<file path="src/rtl/dram_pkg.sv">
// Shared types for the DRAM command controller: default widths, FSM states
// and the queued request entry.
package dram_pkg;

    localparam int AW_DEF = 16;
    localparam int DW_DEF = 16;

    typedef enum logic [1:0] {
        IDLE,
        RD_WAIT,
        RSP_HOLD
    } state_t;

    typedef struct packed {
        logic              we;
        logic [AW_DEF-1:0] addr;
        logic [DW_DEF-1:0] wdata;
    } req_t;

endpackage

</file>
<file path="src/rtl/dram_ctrl_req_fifo.sv">
// Request queue: DEPTH-entry circular buffer (DEPTH a power of two) with an
// occupancy counter; push is refused when full, pop refused when empty.
module req_fifo
    import dram_pkg::*;
#(
    parameter int  DEPTH   = 4,
    parameter type entry_t = req_t
) (
    input  logic   clk,
    input  logic   rst_n,
    input  logic   push,
    input  entry_t din,
    input  logic   pop,
    output entry_t dout,
    output logic   full,
    output logic   empty
);

    localparam int PW = $clog2(DEPTH);
    localparam int CW = $clog2(DEPTH + 1);

    entry_t        mem [DEPTH];
    logic [PW-1:0] wr_ptr;
    logic [PW-1:0] rd_ptr;
    logic [CW-1:0] count;
    logic          do_push;
    logic          do_pop;

    assign full    = (count == CW'(DEPTH));
    assign empty   = (count == '0);
    assign do_push = push && !full;
    assign do_pop  = pop && !empty;
    assign dout    = mem[rd_ptr];

    // NOTE: the storage array has no reset; pointers and count alone define
    // which entries are live, so stale contents are never observed.
    always_ff @(posedge clk) begin
        if (do_push) begin
            mem[wr_ptr] <= din;
        end
    end

    always_ff @(posedge clk or negedge rst_n) begin
        if (!rst_n) begin
            wr_ptr <= '0;
            rd_ptr <= '0;
            count  <= '0;
        end else begin
            // Pointers are exactly log2(DEPTH) bits, so increment wraps modulo DEPTH.
            if (do_push) wr_ptr <= wr_ptr + 1'b1;
            if (do_pop)  rd_ptr <= rd_ptr + 1'b1;
            case ({do_push, do_pop})
                2'b10:   count <= count + 1'b1;
                2'b01:   count <= count - 1'b1;
                default: count <= count;
            endcase
        end
    end

endmodule

</file>
<file path="src/rtl/dram_ctrl.sv">
// DRAM command controller: queues load/store commands and issues them to a
// single-port DRAM in order, holding each load result until it is taken.
module dram_ctrl
    import dram_pkg::*;
#(
    parameter int DEPTH = 4,
    parameter int AW    = AW_DEF,
    parameter int DW    = DW_DEF
) (
    input  logic          clk,
    input  logic          rst_n,
    input  logic          req_valid,
    output logic          req_ready,
    input  logic          req_we,
    input  logic [AW-1:0] req_addr,
    input  logic [DW-1:0] req_wdata,
    output logic          rsp_valid,
    input  logic          rsp_ready,
    output logic [DW-1:0] rsp_rdata,
    output logic          mem_read,
    output logic          mem_write,
    output logic [AW-1:0] mem_addr,
    output logic [DW-1:0] mem_din,
    input  logic [DW-1:0] mem_dout
);

    typedef struct packed {
        logic          we;
        logic [AW-1:0] addr;
        logic [DW-1:0] wdata;
    } entry_t;

    entry_t push_entry;
    entry_t head;
    logic   full;
    logic   empty;
    logic   pop;
    state_t state;

    assign req_ready  = !full;
    assign push_entry = '{we: req_we, addr: req_addr, wdata: req_wdata};
    assign pop        = (state == IDLE) && !empty;

    req_fifo #(
        .DEPTH   (DEPTH),
        .entry_t (entry_t)
    ) u_fifo (
        .clk   (clk),
        .rst_n (rst_n),
        .push  (req_valid),
        .din   (push_entry),
        .pop   (pop),
        .dout  (head),
        .full  (full),
        .empty (empty)
    );

    // RD_WAIT spans the read-strobe cycle (mem_read still high) and the
    // following data-return cycle, in which mem_dout is captured.
    always_ff @(posedge clk or negedge rst_n) begin
        if (!rst_n) begin
            state     <= IDLE;
            mem_read  <= 1'b0;
            mem_write <= 1'b0;
            mem_addr  <= '0;
            mem_din   <= '0;
            rsp_valid <= 1'b0;
            rsp_rdata <= '0;
        end else begin
            // NOTE: strobes default low every cycle so each issue is a single
            // registered pulse; mem_addr/mem_din simply hold their last value.
            mem_read  <= 1'b0;
            mem_write <= 1'b0;
            case (state)
                IDLE: begin
                    if (!empty) begin
                        mem_addr <= head.addr;
                        if (head.we) begin
                            mem_write <= 1'b1;
                            mem_din   <= head.wdata;
                        end else begin
                            mem_read <= 1'b1;
                            state    <= RD_WAIT;
                        end
                    end
                end
                RD_WAIT: begin
                    if (!mem_read) begin
                        rsp_rdata <= mem_dout;
                        rsp_valid <= 1'b1;
                        state     <= RSP_HOLD;
                    end
                end
                RSP_HOLD: begin
                    if (rsp_ready) begin
                        rsp_valid <= 1'b0;
                        state     <= IDLE;
                    end
                end
                default: state <= IDLE;
            endcase
        end
    end

endmodule

</file>
<file path="config.mk">
export PLATFORM = sky130hd
export DESIGN_NAME = dram_ctrl
export DESIGN_NICKNAME = d
export VERILOG_FILES = /design/src/rtl/dram_pkg.sv /design/src/rtl/dram_ctrl_req_fifo.sv /design/src/rtl/dram_ctrl.sv
export SDC_FILE = /design/constraint.sdc
export NUM_CORES = 1
export LEC_CHECK = 0
export CORE_ASPECT_RATIO = 1.75
export CORE_UTILIZATION = 35
export DETAILED_ROUTE_END_ITERATION = 12
export SYNTH_ARGS = -nofsm -noshare
export SYNTH_HDL_FRONTEND = slang
export SYNTH_SLANG_ARGS = --single-unit
</file>
<file path="constraint.sdc">
create_clock -name clk -period 4 [get_ports clk]
set_clock_uncertainty 0.05 [all_clocks]
set_input_delay 0.8 -clock clk [delete_from_list [all_inputs] [get_ports clk]]
set_output_delay 0.8 -clock clk [all_outputs]
set_load 0.05 [all_outputs]
</file>
==> impl_summary.log <==
INFO  metric drt-vias-per-instance = 4.81
INFO  metric detailedRoute.firstPassIterationCount = 8
INFO  metric finalCriticalPeriod = 2.87 ns
INFO  metric maxSlewViolCount = 0
INFO  metric tns = 0 ns
INFO  metric power_frac_seq = 0.383
INFO  metric detail_route.iter0.violations = 149
INFO  metric multi_input_comb_area = 1620 µm²
INFO  metric place.detailed.hpwl = 8640 µm
INFO  metric path_clk_slew = 0.07 ns
INFO  metric clock_tree_from_tritoncts = yes
INFO  metric globalplace.congestion = 0.678
INFO  metric detail_route.drc_violations = 0
INFO  metric final_hold_viol_count = 0
INFO  metric fp.dieH = 192 µm
INFO  metric cell_int_power = 0.00521 W
INFO  metric clock-sinks = 192
INFO  metric power.leakage = 3.26 nW
INFO  metric run_status = complete, no violations
INFO  metric final.fill_count = 1747
INFO  metric route.antenna.remaining_nets = 0
INFO  metric power.switching_fraction = 0.356
INFO  metric synth.distinct_cells = 28
INFO  metric cts-hold-fix-buffers = 0
INFO  metric postSynthNetCount = 390
INFO  metric tcrit_tclk_final = 0.718
INFO  metric die_area = 21100 µm²
INFO  metric cpLargestDelayFamily = buffers and inverters
INFO  metric netlist_instances = 331
INFO  metric route.vias.total = 3385
INFO  metric peakVddDrop = 0.387 mV
INFO  metric postCtsResizedCells = 0
INFO  metric layoutNonFillerInstCount = 704
INFO  metric dpl-instance-area = 8480 µm²
INFO  metric worst_path_largest_cell_delay = 0.74 ns
INFO  metric ctsRootBufferMaster = clkbuf_16
INFO  metric critical_path_peak_fanout = 6
INFO  metric proportion_of_netlist_area_held_by_the_largest_area_contributor = 0.552
INFO  metric cts_inserted_buffers = 17
INFO  metric finalCoreUtilization = 0.450
INFO  metric pin_count_of_the_biggest_net_entering_global_routing = 61
INFO  metric share_of_synthesized_cell_area_in_and_or_nand_and_nor_gates = 0.0176
INFO  metric mean_routed_wirelength_per_cell = 19.2 µm
INFO  metric die-width = 110 µm
INFO  metric fin_worst_hold_slack = 0.407 ns
INFO  metric yosysWarnings = 0
INFO  metric initial_antenna_violation_count = 0
INFO  metric gr-usage-all-layers = 0.137
INFO  metric worst-slew-pin-transition = 0.914 ns
INFO  metric post-synth-top-area-cell = edfxtp_1
INFO  metric worst_skew_pair.late_latency = 0.43 ns
INFO  metric mostFrequentLayoutCell = edfxtp_1
INFO  metric grt_pass1_wl = 20400 µm
INFO  metric layout.nets = 502
INFO  metric timing.critical_path.buf_inv = 1
INFO  metric timing.hold.worst.class = in -> async
INFO  metric initial_utilization = 0.356
INFO  metric cts-htree-levels = 4
INFO  metric register_area = 5470 µm²
INFO  metric core_area = 20200 µm²
INFO  metric yosys-top-cells-area = edfxtp_1 55%, dfrtp_1 21%, mux4_2 10%
INFO  metric synth_xor_xnor_area_share = 0.00731
INFO  metric required = 3.15 ns
INFO  metric setup_viol = 0
INFO  metric globalRouteOverflowTotal = 0
INFO  metric synth_compound_gate_area_share = 0.00139
INFO  metric cap_viol_max_count = 0
INFO  metric placed_cells_incl_taps = 672
INFO  metric share_comb_of_total_power = 0.397
INFO  metric layout_common_cells = 132 x edfxtp_1, 103 x clkdlybuf4s50_1, 58 x dfrtp_1
INFO  metric timing_worst_setup_path_type = reg -> out
INFO  metric slew_headroom = 0.390
INFO  metric ys_seq_elements = 192
INFO  metric route.final.wire_length = 13500 µm
INFO  metric crit_arrival = 2.02 ns
INFO  metric design_area = 9100 µm²
INFO  metric buffer_ports.inserted = 104
INFO  metric n_antenna_cell = 0
INFO  metric grt_pass1_vias = 3784
INFO  metric ys_seq_area_frac = 0.760
INFO  metric synth_area_per_cell = 21.7 µm²
INFO  metric clock_power_share = 0.220
INFO  metric rsz0062_at_grt = no
INFO  metric synth-adder-area-share = 0.0115
INFO  metric layout-drive-gt1-share = 0.268
INFO  metric synth_area = 7190 µm²
INFO  metric num_io_pins = 105
INFO  metric fmax = 348 MHz
INFO  metric crit_path_start_kind = flip-flop
INFO  metric sequence_of_cells_on_the_critical_path = or3b_1 -> clkdlybuf4s50_1
INFO  metric power_switching = 0.00288 W
INFO  metric setup.worst_path.end_class = output pin
INFO  metric muxShareOfSynthArea = 0.186
INFO  metric power-per-cell-area = 889 nW/µm²
INFO  metric clock_path_buffers = 2
INFO  metric post_cts_setup_buffer_count = 0
INFO  metric critical_path.slowest_cell = clkdlybuf4s50_1
INFO  metric floorplan.rows = 69
INFO  metric area_growth_syn_to_fin = 26.6%
INFO  metric largest_family_of_logic_cells_by_synthesized_area = multiplexers
==> cell type report <==
| type | instances | area share |
|---|---|---|
| Timing Repair Buffer | 106 | 0.116 |
| Clock inverter | 13 | 0.0205 |
| Multi-Input combinational cell | 118 | 0.178 |
| Sequential cell | 192 | 0.601 |
| Inverter | 8 | 0.00330 |
| Tap cell | 248 | 0.0341 |
| Clock buffer | 19 | 0.0476 |
==> flip-flops by register name (all words and copies together), names as in the netlist <==
name           flops
u_fifo.mem       132
mem_addr          16
mem_din           16
rsp_rdata         16
u_fifo.count       3
state              2
u_fifo.rd_ptr      2
u_fifo.wr_ptr      2
mem_read           1
mem_write          1
rsp_valid          1
==> Yosys cell counts <==
library cell,n
xnor2_1,4
or2_2,1
nand3_4,1
nand3b_1,1
nand3_1,1
mux2_4,9
buf_12,1
dfrtp_1,60
ha_1,5
or3_1,1
xor2_1,2
o21ai_0,1
clkbuf_1,4
edfxtp_1,132
fa_1,1
a21oi_1,1
nor2_1,6
and3_1,4
inv_1,8
mux4_2,33
buf_2,7
mux2_2,40
buf_6,1
mux2i_1,1
and2_1,2
or3b_1,1
nand2_1,2
nor3b_1,1
==> cell families after synthesis <==
family | count (synthesis)
AOI/OAI and AO/OA | 2
xor gates and xnor gates | 6
adders and majority gates | 6
buffers and inverters | 21
DFF | 192
muxes | 83
and+or+nand+nor | 21
==> worst paths after layout <==
kind | start | to | slack, ns | cells past startpoint
max in group asynchronous | rst_n | u_fifo.rd_ptr[0]$_DFFE_PN0P_ | 2.89 | 1
hold reg to reg | u_fifo.count[2]$_DFFE_PN0P_ | u_fifo.count[2]$_DFFE_PN0P_ | 0.44 | 1
setup reg to reg | u_fifo.rd_ptr[1]$_DFFE_PN0P_ | mem_din[15]$_DFFE_PN0P_ | 1.68 | 3
min in group clk | u_fifo.count[2]$_DFFE_PN0P_ | u_fifo.count[2]$_DFFE_PN0P_ | 0.44 | 1
setup / recovery | u_fifo.count[0]$_DFFE_PN0P_ | req_ready | 1.13 | 2
hold / removal | rst_n | rsp_rdata[14]$_DFFE_PN0P_ | 0.41 | 1
==> power by group through the flow <==
stage | sequential (W) | clock (W) | combinational, W
2_1_floorplan | 0.00391 | 0 | 0.00149
3_3_place_gp | 0.00311 | 0 | 0.00320
3_5_place_dp | 0.00315 | 0 | 0.00327
4_1_cts | 0.00311 | 0.00183 | 0.00328
5_1_grt | 0.00317 | 0.00189 | 0.00341
6_report | 0.00310 | 0.00178 | 0.00321
==> through the flow <==
stage	power [W]	setup slack, ns
5_1_grt	0.00847	1.01
4_1_cts	0.00821	1.11
3_3_place_gp	0.00632	1.39
6_report	0.00809	1.13
3_5_place_dp	0.00642	1.33
2_1_floorplan	0.00540	1.57
==> metal layers <==
| metal | track usage | share of wire |
|---|---|---|
| met5 | 0 | 0 |
| met4 | 0.0607 | 0.018 |
| met2 | 0.257 | 0.58 |
| met1 | 0.147 | 0.37 |
| met3 | 0.0201 | 0.029 |
(Power assumes the default switching activity.)
